==> config.mk <==
export PLATFORM = sky130hd
export DESIGN_NAME = seven_seg_scan
export DESIGN_NICKNAME = d
export VERILOG_FILES = /design/src/rtl/seven_seg_pkg.sv /design/src/rtl/seven_seg_hex_dec.sv /design/src/rtl/seven_seg_scan.sv
export SDC_FILE = /design/constraint.sdc
export NUM_CORES = 1
export LEC_CHECK = 0
export CAP_MARGIN = 0
export CORE_MARGIN = 2
export CORE_UTILIZATION = 40
export CTS_BUF_LIST = sky130_fd_sc_hd__clkbuf_8 sky130_fd_sc_hd__clkbuf_16
export DETAILED_ROUTE_END_ITERATION = 8
export GPL_ROUTABILITY_DRIVEN = 0
export PLACE_DENSITY = 0.66
export REMOVE_ABC_BUFFERS = 1
export SLEW_MARGIN = 20
export SYNTH_ARGS = -nofsm -noshare
export SYNTH_HDL_FRONTEND = slang
export SYNTH_SLANG_ARGS = --single-unit
==> constraint.sdc <==
create_clock -name clk -period 3.38 [get_ports clk]
set_input_delay 0.338 -clock clk [delete_from_list [all_inputs] [get_ports clk]]
set_output_delay 0.338 -clock clk [all_outputs]
set_load 0.02 [all_outputs]
==> src/rtl/seven_seg_pkg.sv <==
`default_nettype none
// ============================================================================
//  Module   : seven_seg_pkg
//  Purpose  : Shared constants for the seven-segment scan driver: segment
//             bit positions, the all-off pattern and the hex decode table.
//  Revision : 1.0 - initial release
// ============================================================================
package seven_seg_pkg;

  // Bit positions inside a 7-bit segment vector (gfedcba ordering)
  localparam int SEG_A = 0;
  localparam int SEG_B = 1;
  localparam int SEG_C = 2;
  localparam int SEG_D = 3;
  localparam int SEG_E = 4;
  localparam int SEG_F = 5;
  localparam int SEG_G = 6;

  // Active-high pattern with every segment dark
  localparam logic [6:0] SEG_ALL_OFF = 7'h00;

  // Active-high segment patterns for hex digits 0..F
  localparam logic [6:0] HEX_TABLE [16] = '{
    7'h3F, 7'h06, 7'h5B, 7'h4F, 7'h66, 7'h6D, 7'h7D, 7'h07,
    7'h7F, 7'h6F, 7'h77, 7'h7C, 7'h39, 7'h5E, 7'h79, 7'h71
  };

endpackage
`default_nettype wire

==> src/rtl/seven_seg_hex_dec.sv <==
`default_nettype none
// ============================================================================
//  Module   : seven_seg_hex_dec
//  Purpose  : Combinational hex nibble to active-high segment pattern.
//  Revision : 1.0 - initial release
// ============================================================================
module seven_seg_hex_dec (
  input  logic [3:0] nibble,
  output logic [6:0] pattern
);
  import seven_seg_pkg::*;

  // Table lookup; polarity is handled by the caller
  always_comb begin
    pattern = HEX_TABLE[nibble];
  end

endmodule
`default_nettype wire

==> src/rtl/seven_seg_scan.sv <==
`default_nettype none
// ============================================================================
//  Module   : seven_seg_scan
//  Purpose  : Time-multiplexed NUM_DIGITS seven-segment driver with per-digit
//             blanking, decimal points and frame-synchronous data update.
//  Revision : 1.0 - initial release
// ============================================================================
module seven_seg_scan #(
  parameter int NUM_DIGITS     = 4,
  parameter int CLK_DIV        = 1000,
  parameter int SEG_ACTIVE_LOW = 0,
  parameter int AN_ACTIVE_LOW  = 0
) (
  input  logic                      clk,
  input  logic                      rst_n,
  input  logic [4*NUM_DIGITS-1:0]   value,
  input  logic [NUM_DIGITS-1:0]     blank,
  input  logic [NUM_DIGITS-1:0]     dp_in,
  input  logic                      load,
  output logic [6:0]                seg,
  output logic                      dp,
  output logic [NUM_DIGITS-1:0]     an,
  output logic                      frame_done
);
  import seven_seg_pkg::*;

  localparam int PW = (CLK_DIV > 1) ? $clog2(CLK_DIV) : 1;
  localparam int IW = (NUM_DIGITS > 1) ? $clog2(NUM_DIGITS) : 1;
  localparam logic [PW-1:0] PRESC_LAST = PW'(CLK_DIV - 1);
  localparam logic [IW-1:0] IDX_LAST   = IW'(NUM_DIGITS - 1);

  // XOR masks that turn active-high values into the board polarity
  localparam logic [6:0]            SEG_INV = (SEG_ACTIVE_LOW != 0) ? 7'h7F : 7'h00;
  localparam logic                  DP_INV  = (SEG_ACTIVE_LOW != 0);
  localparam logic [NUM_DIGITS-1:0] AN_INV  = (AN_ACTIVE_LOW != 0) ? {NUM_DIGITS{1'b1}} : '0;

  logic [PW-1:0]             presc;
  logic [IW-1:0]             idx;
  logic [4*NUM_DIGITS-1:0]   pend_value;
  logic [NUM_DIGITS-1:0]     pend_blank;
  logic [NUM_DIGITS-1:0]     pend_dp;
  logic                      pend_valid;
  logic [4*NUM_DIGITS-1:0]   shadow_value;
  logic [NUM_DIGITS-1:0]     shadow_blank;
  logic [NUM_DIGITS-1:0]     shadow_dp;

  logic                      digit_tick;
  logic                      wrap;
  logic [3:0]                cur_nibble;
  logic                      cur_blank;
  logic                      cur_dp;
  logic [6:0]                cur_pattern;
  logic [NUM_DIGITS-1:0]     cur_onehot;

  // Terminal-count and end-of-frame detection
  always_comb begin
    digit_tick = (presc == PRESC_LAST);
    wrap       = digit_tick && (idx == IDX_LAST);
  end

  // Select the active digit's shadow data and build its one-hot enable
  always_comb begin
    cur_nibble      = shadow_value[{idx, 2'b00} +: 4];
    cur_blank       = shadow_blank[idx];
    cur_dp          = shadow_dp[idx];
    cur_onehot      = '0;
    cur_onehot[idx] = 1'b1;
  end

  seven_seg_hex_dec u_hex_dec (
    .nibble  (cur_nibble),
    .pattern (cur_pattern)
  );

  // Prescaler and digit index; index advances on each prescaler terminal count
  always_ff @(posedge clk or negedge rst_n) begin
    if (!rst_n) begin
      presc <= '0;
      idx   <= '0;
    end else if (digit_tick) begin
      presc <= '0;
      idx   <= (idx == IDX_LAST) ? '0 : idx + IW'(1);
    end else begin
      presc <= presc + PW'(1);
    end
  end

  // Pending/shadow double buffer: shadow only changes at the frame wrap
  always_ff @(posedge clk or negedge rst_n) begin
    if (!rst_n) begin
      pend_value   <= '0;
      pend_blank   <= '0;
      pend_dp      <= '0;
      pend_valid   <= 1'b0;
      shadow_value <= '0;
      shadow_blank <= '0;
      shadow_dp    <= '0;
    end else if (wrap) begin
      // A load coinciding with the wrap bypasses the pending stage
      pend_valid <= 1'b0;
      if (load) begin
        shadow_value <= value;
        shadow_blank <= blank;
        shadow_dp    <= dp_in;
      end else if (pend_valid) begin
        shadow_value <= pend_value;
        shadow_blank <= pend_blank;
        shadow_dp    <= pend_dp;
      end
    end else if (load) begin
      pend_value <= value;
      pend_blank <= blank;
      pend_dp    <= dp_in;
      pend_valid <= 1'b1;
    end
  end

  // Registered pin drivers with blanking and polarity applied
  always_ff @(posedge clk or negedge rst_n) begin
    if (!rst_n) begin
      seg        <= SEG_ALL_OFF ^ SEG_INV;
      dp         <= DP_INV;
      an         <= AN_INV;
      frame_done <= 1'b0;
    end else begin
      seg        <= (cur_blank ? SEG_ALL_OFF : cur_pattern) ^ SEG_INV;
      dp         <= (cur_dp & ~cur_blank) ^ DP_INV;
      an         <= cur_onehot ^ AN_INV;
      frame_done <= wrap;
    end
  end

endmodule
`default_nettype wire

==> out/summary.txt, run 1 <==
Max Slew Vio Count: 0
Unrepaired setup endpoints after global routing: no
GRT overflow: 0
Die H: 97.8 um
Worst-Skew Late Latency: 350 ps
WHS: 446 ps
Routed vias/inst: 5.20
Fillers: 757
IO buf count: 39
Total negative slack: 0 ps
IO Count: 40
Clock Sinks: 74
Iteration-0 DRC Markers: 56
Synthesis Warnings: 0
Largest net degree at the start of global routing: 39
CTS buffer count: 9
DRC viols: 0
Rel. slew slack: 0.577
Core Rows: 34
DR WL/cell: 15.5 um
Die width: 97.8 um
Mapped cell area: 0.00352 mm^2
GRT Overall Usage: 0.143
CTS tree: yes
Worst vdd ir: 0.215 mV
Slowest Stage Delay on Critical Path: 380 ps
CTS H-Tree Depth: 3
Critical path cell sequence: ha_1 > nand2_2 > nor4_4 > nor3b_4 > buf_4 > mux2_2
Drt first pass iters: 5
Share of cells above drive strength 1: 0.363
Primary FF master, synth: dfrtp_1
Most frequent cells in the layout: dfrtp_1 (74), mux2_2 (73), clkdlybuf4s50_1 (38), nor2_1 (13), ha_1 (11)
Status: finished, final reports clean
Area delta synth->final: 21.1%
Setup crit end kind: flip-flop
Starting density of the core: 0.408
Die area: 0.00957 mm^2
Final Hold Fails: 0
Final #Nets: 333
Slowest cell on the critical path: dfrtp_1
Max-Cap Viols: 0
Worst Tran Pin Value: 635 ps
Startpoint type of the worst setup path: flip-flop
Cells after Synth: 254
Maximum clock rate: 0.441 GHz
PD cells: 459 mW/mm^2
Max clock buf depth: 2
Synthesized area per cell: 13.9 um^2
Post CTS Setup Buffer Count: 0
Via count: 2122
Vias in the first global route: 2163
Total wire length: 6.33 mm
Post-synth EDFFs: 0
Core area: 0.00864 mm^2
Seq/Total Area, Yosys: 0.526
Crit path arrival time: 2500 ps
Fin crit period: 2270 ps
CTS clk-pin slew, worst paths: 80 ps
Post-route ant nets: 0
Most common cell after layout, fill and taps aside: dfrtp_1
HP Class: input port to asynchronous set/reset pin
Ant diodes: 0
Antenna violations before repair: 0
Required time of the critical path: 3610 ps
Final setup fails: 0
Worst clock skew: 6.72 ps
Leakage power: 1.83 nW
Crit path max fanout: 20
Detailed placement HPWL: 4.34 mm
Count of cell types in the netlist: 36
WS Path Type: flip-flop to flip-flop
First-pass GRT wire length: 10.7 mm
Yosys reg bits: 74
Root Driver: clkbuf_8
Ys async rst share: 1.00
Period utilization: 0.671
[cell usage after synthesis (2+ instances only)]
master / n / share of area
nor2_1: 13 / 0.014
xnor2_1: 3 / 0.0075
clkbuf_1: 7 / 0.0075
mux2_2: 73 / 0.23
mux2i_1: 2 / 0.0057
a21oi_1: 4 / 0.0057
buf_6: 4 / 0.013
or3_1: 2 / 0.0036
nor3_1: 3 / 0.0043
nand3_1: 5 / 0.0071
ha_1: 11 / 0.039
xor2_1: 2 / 0.0050
a211oi_1: 2 / 0.0043
o21ai_0: 4 / 0.0057
nand2_1: 6 / 0.0064
dfrtp_1: 74 / 0.53
mux4_2: 6 / 0.038
o41ai_1: 2 / 0.0050
nor2b_1: 5 / 0.0089
buf_2: 4 / 0.0057
inv_1: 6 / 0.0064
mux2_4: 2 / 0.0085
[worst paths after layout]
check                               from               to  slack (ps)  cells past startpoint
min in group clk                presc[0]         presc[0]         470                      1
worst min register to register  presc[0]         presc[0]         470                      1
worst max-delay path            presc[0]  shadow_value[6]        1110                      6
worst min-delay path               rst_n   pend_value[12]         450                      2
max in group asynchronous          rst_n               dp        2100                      3
worst max register to register  presc[0]  shadow_value[6]        1110                      6
[report_power, final]
group          total, mW  internal, mW  switching, mW
sequential         0.925         0.913         0.0123
combinational      0.133        0.0801         0.0526
clock              0.900         0.565          0.336
[layout make-up]
| class | instances | area (um^2) | area share |
|---|---|---|---|
| multi-input combinational | 159 | 1560 | 0.365 |
| tap | 108 | 135 | 0.0317 |
| timing repair buffer | 45 | 433 | 0.102 |
| sequential | 74 | 1850 | 0.434 |
| clock buffer | 9 | 124 | 0.0291 |
| clock inverter | 7 | 141 | 0.0332 |
| inverter | 6 | 22.5 | 0.00528 |
[worst max-delay path, delay by kind of cell, from the launching register on]
kind	cells	cell delay (ps)
DFF	1	380
adders and majority gates	1	240
buffers and inverters	1	340
muxes	1	380
and+or+nand+nor	3	800
[registers in the layout, indices dropped and copies added, names as in the netlist]
name,count
shadow_dp,4
shadow_blank,4
presc,10
frame_done,1
pend_dp,4
dp,1
idx,2
pend_valid,1
pend_value,16
seg,7
shadow_value,16
an,4
pend_blank,4
[timing repair]
| item | CTS | global route |
|---|---|---|
| hold buffers | 1 | 0 |
| hold endpoints to repair | 15 | 0 |
| resized for setup | 0 | 0 |
[through the flow]
step / power [mW] / setup slack, ps / std cells / area [um^2] / util
after floorplan: 1.00 / 914 / 239 / 3430 / -
after global placement: 1.07 / 1120 / 391 / 3990 / 0.462
after detailed placement: 1.08 / 1110 / 391 / 3990 / 0.462
after CTS: 1.98 / 1090 / 408 / 4260 / 0.494
after global routing: 2.04 / 947 / 408 / 4260 / 0.494
final: 1.96 / 1110 / 408 / 4260 / 0.494
[cell families after synthesis]
family,share of synthesized area
muxes,0.286
DFF,0.526
and+or+nand+nor,0.0643
buffers and inverters,0.0323
AOI/OAI and AO/OA,0.0398
adders and majority gates,0.0391
xor gates and xnor gates,0.0124
[routing by layer]
metal,vias up,track usage,part of all wire
li1,993,-,-
met1,1078,0.187,0.46
met2,42,0.222,0.49
met3,9,0.0408,0.038
met4,0,0.0673,0.019
met5,-,0,0
Power figures use the tool's default switching activity.
==> run 2, diff against run 1 <==
==> constraint.sdc (replaced) <==
create_clock -name clk -period 2.2 [get_ports clk]
set_input_delay 0.22 -clock clk [delete_from_list [all_inputs] [get_ports clk]]
set_output_delay 0.22 -clock clk [all_outputs]
set_load 0.02 [all_outputs]
==> run 2 against run 1 <==
  * Die area unchanged
  * Total power is 39% higher
  * Routed wire length is 0.33% higher
  * Critical endpoint is now shadow_value[5]
==> out/summary.txt, run 2 (same netlist as run 1, synthesis figures left out) <==
CTS H-Tree Depth: 3
Dpl cells: 397
Die H: 97.8 um
CTS tree: yes
Status: finished, final reports clean
HP Class: input port to asynchronous set/reset pin
Die width: 97.8 um
Area delta synth->final: 23.4%
DRC viols: 0
Total negative slack: 0 ps
Max clock buf depth: 2
Startpoint type of the worst setup path: flip-flop
Worst-Skew Late Latency: 350 ps
Drt first pass iters: 4
Largest net degree at the start of global routing: 75
PD cells: 625 mW/mm^2
Leakage power: 1.87 nW
Final Hold Fails: 0
Register Area: 0.00185 mm^2
Detailed placement HPWL: 4.31 mm
Via count: 2120
Final #Nets: 344
GRT Overall Usage: 0.141
Largest registers: pend_value (16), shadow_value (16), presc (10)
Required time of the critical path: 2430 ps
Most frequent cells in the layout: dfrtp_1 (74), mux2_2 (73), clkdlybuf4s50_1 (38), nor2_1 (13)
Worst vdd ir: 0.286 mV
Ant diodes: 0
Core area: 0.00864 mm^2
Worst clock skew: 8.55 ps
Non-filler instance count after layout: 419
WS Path Type: flip-flop to flip-flop
Total wire length: 6.35 mm
Root Driver: clkbuf_8
Total power draw: 2.72 mW
DR WL/cell: 15.1 um
Post-route ant nets: 0
Final setup fails: 0
Crit path arrival time: 2330 ps
IO buf count: 39
First-pass GRT wire length: 10.7 mm
GRT overflow: 0
Core Rows: 34
Share of cells above drive strength 1: 0.383
Crit path max fanout: 12
Fin crit period: 2090 ps
Iteration-0 DRC Markers: 69
Unrepaired setup endpoints after global routing: no
Vias in the first global route: 2147
CTS clk-pin slew, worst paths: 80 ps
Routed vias/inst: 5.06
Period utilization: 0.952
Fillers: 761
Die area: 0.00957 mm^2
Worst Tran Pin Value: 384 ps
IO Count: 40
Multi-input gate area: 0.00156 mm^2
Max Slew Vio Count: 0
CTS buffer count: 9
Rel. slew slack: 0.744
Clock Sinks: 74
Maximum clock rate: 0.477 GHz
Antenna violations before repair: 0
Max-Cap Viols: 0
Starting density of the core: 0.408
Setup crit end kind: flip-flop
Most common cell after layout, fill and taps aside: dfrtp_1
## run 2: cell count changes in the layout (fill, tap and decap cells not counted), sizes merged
cell and change:
buf +10, bufinv -3, clkbuf +3, clkinv -1, clkinvlp +1, inv +1
## run 2: cell type report
class	instances	share of cell area
clock buffer	11	0.0349
clock inverter	5	0.0124
inverter	6	0.00518
multi-input combinational	159	0.358
sequential	74	0.426
tap	108	0.0311
timing repair buffer	56	0.132
## run 2: worst paths after layout
kind,start,end,slack [ps],cells past startpoint
worst max-delay path,presc[6],shadow_value[5],110,7
worst min-delay path,rst_n,seg[5],440,3
worst max register to register,presc[6],shadow_value[5],110,7
worst min register to register,presc[0],presc[0],450,1
max in group asynchronous,rst_n,shadow_value[14],1460,3
min in group clk,presc[0],presc[0],450,1
## run 2: timing repair
action	CTS	global route
setup buffers	0	4
endpoints found under the hold margin	74	0
resized for setup	0	1
hold buffers	1	0
endpoints found under the setup margin	0	24
## run 2: report_power, final
group	internal, mW	leakage, nW	switching, mW
logic	0.130	0.846	0.0809
clock network	0.580	0.103	0.504
registers	1.40	0.923	0.0187
total	2.11	1.87	0.604
## run 2: metal layers
layer | up-vias | GRT usage | share of wire
li1 | 1014 | - | -
met1 | 1065 | 0.184 | 0.46
met2 | 31 | 0.227 | 0.49
met3 | 10 | 0.0372 | 0.028
met4 | 0 | 0.0545 | 0.019
met5 | - | 0 | 0
## run 2: through the flow
stage	hold slack, ps	worst slack [ps]	instance area (um^2)	utilization
2_1_floorplan	-75.6	-266	3430	-
3_5_place_dp	286	60.8	4070	0.471
4_1_cts	445	44.1	4290	0.496
5_1_grt	456	0.446	4340	0.503
3_3_place_gp	281	147	4070	0.471
6_report	437	105	4340	0.503
## run 2: critical path, cell delays in order (launching register included)
cell and delay, ps:
dfrtp_1 430, nand4_1 210, nor4_4 340, buf_6 170, nor3b_4 190, buf_4 150
clkbuf_16 160, mux2_2 330
==> run 3, diff against run 2 <==
--- a/config.mk
+++ b/config.mk
@@ -9,10 +9,12 @@
 export CORE_MARGIN = 2
 export CORE_UTILIZATION = 40
 export CTS_BUF_LIST = sky130_fd_sc_hd__clkbuf_8 sky130_fd_sc_hd__clkbuf_16
+export CTS_CLUSTER_SIZE = 10
 export DETAILED_ROUTE_END_ITERATION = 8
 export GPL_ROUTABILITY_DRIVEN = 0
 export PLACE_DENSITY = 0.66
 export REMOVE_ABC_BUFFERS = 1
+export SKIP_CTS_REPAIR_TIMING = 1
 export SLEW_MARGIN = 20
 export SYNTH_ARGS = -nofsm -noshare
 export SYNTH_HDL_FRONTEND = slang
==> run 3 against run 2 <==
  * Via count barely moved
  * Combinational power about the same
  * Count of clock-buffer cells in the layout stayed put
  * Sequential cell count is the same
  * Design area unchanged
  * Global-route usage is the same
  * Register-to-register slack barely moved
  * Routed wire length barely moved
  * Clock skew barely moved
==> out/summary.txt, run 3 (same netlist as run 1, synthesis figures left out) <==
Status: finished, final reports clean
Total negative slack: 0 ps
Iteration-0 DRC Markers: 73
Startpoint type of the worst setup path: flip-flop
Die width: 97.8 um
Area delta synth->final: 23.4%
Largest registers: pend_value (16), shadow_value (16), presc (10)
CTS buffer count: 9
Final #Nets: 344
Max Slew Vio Count: 0
Setup crit end kind: flip-flop
Worst vdd ir: 0.285 mV
Die area: 0.00957 mm^2
GRT Overall Usage: 0.141
Routed vias/inst: 5.05
Via count: 2118
Detailed placement HPWL: 4.31 mm
Rel. slew slack: 0.744
Drt first pass iters: 4
Vias in the first global route: 2147
DR WL/cell: 15.1 um
Starting density of the core: 0.408
Final setup fails: 0
Crit path max fanout: 12
Worst Tran Pin Value: 384 ps
Max-Cap Viols: 0
CTS clk-pin slew, worst paths: 80 ps
Antenna violations before repair: 0
PD cells: 625 mW/mm^2
HP Class: input port to asynchronous set/reset pin
Worst-Skew Late Latency: 350 ps
Largest net degree at the start of global routing: 75
Post-route ant nets: 0
Final Instance Area: 0.00434 mm^2
DRC viols: 0
Required time of the critical path: 2430 ps
CTS H-Tree Depth: 3
Die H: 97.8 um
First-pass GRT wire length: 10.7 mm
Fillers: 760
Max clock buf depth: 2
Leakage power: 1.87 nW
Total wire length: 6.34 mm
Placed cell area: 0.00407 mm^2
Worst clock skew: 8.62 ps
Fin crit period: 2090 ps
Share of cells above drive strength 1: 0.383
WS Path Type: flip-flop to flip-flop
R2R Setup Slk: 110 ps
Unrepaired setup endpoints after global routing: no
CTS tree: yes
Most common cell after layout, fill and taps aside: dfrtp_1
Most frequent cells in the layout: dfrtp_1 (74), mux2_2 (73), clkdlybuf4s50_1 (38), nor2_1 (13)
Setup slack at placement: 60.8 ps
Ant diodes: 0
Clock Sinks: 74
Crit path arrival time: 2330 ps
GRT overflow: 0
Root Driver: clkbuf_8
Final Hold Fails: 0
Maximum clock rate: 0.478 GHz
Core Rows: 34
IO Count: 40
Core area: 0.00864 mm^2
Period utilization: 0.951
IO buf count: 39
Final worst slack: 107 ps
[run 3: cell counts in the layout (fill, tap and decap cells not counted)]
Identical to the previous run, type by type.
[run 3: report_power, final]
part           internal [mW]  switching [mW]  total, mW
combinational          0.130          0.0810      0.211
clock                  0.580           0.504       1.08
sequential              1.40          0.0187       1.42
[run 3: layout make-up]
cell class	instances	area (um^2)	area share
flip-flops and latches	74	1850	0.426
multi-input cells	159	1560	0.358
repair buffers	56	574	0.132
clock buffers	11	151	0.0349
well taps	108	135	0.0311
clock inverters	5	53.8	0.0124
inverters	6	22.5	0.00518
[run 3: per-stage QoR]
stage | cells | util | hold WS, ps | total power [mW]
6_report | 419 | 0.503 | 436 | 2.72
5_1_grt | 419 | 0.503 | 457 | 2.84
4_1_cts | 413 | 0.495 | -104 | 2.75
3_5_place_dp | 397 | 0.471 | 286 | 1.66
3_3_place_gp | 397 | 0.471 | 281 | 1.66
2_1_floorplan | 239 | - | -75.6 | 1.54
[run 3: worst paths after layout]
| kind | depth (start not counted) | startpoint | end |
|---|---|---|---|
| setup / recovery | 7 | presc[6] | shadow_value[5] |
| hold / removal | 3 | rst_n | seg[5] |
| setup reg to reg | 7 | presc[6] | shadow_value[5] |
| hold reg to reg | 1 | presc[0] | presc[0] |
| max in group asynchronous | 3 | rst_n | shadow_value[14] |
| min in group clk | 1 | presc[0] | presc[0] |
[run 3: worst max-delay path, stage by stage, from the launching register on]
cell and delay, ps:
dfrtp_1 430, nand4_1 210, nor4_4 340, buf_6 170, nor3b_4 190, buf_4 150, clkbuf_16 160, mux2_2 330
[run 3: metal layers]
layer,part of all wire,routed length (um),GRT usage,vias to the layer above
li1,-,-,-,1014
met1,0.46,2920,0.183,1063
met2,0.49,3120,0.227,31
met3,0.028,178,0.0379,10
met4,0.019,120,0.0545,0
met5,0,0,0,-
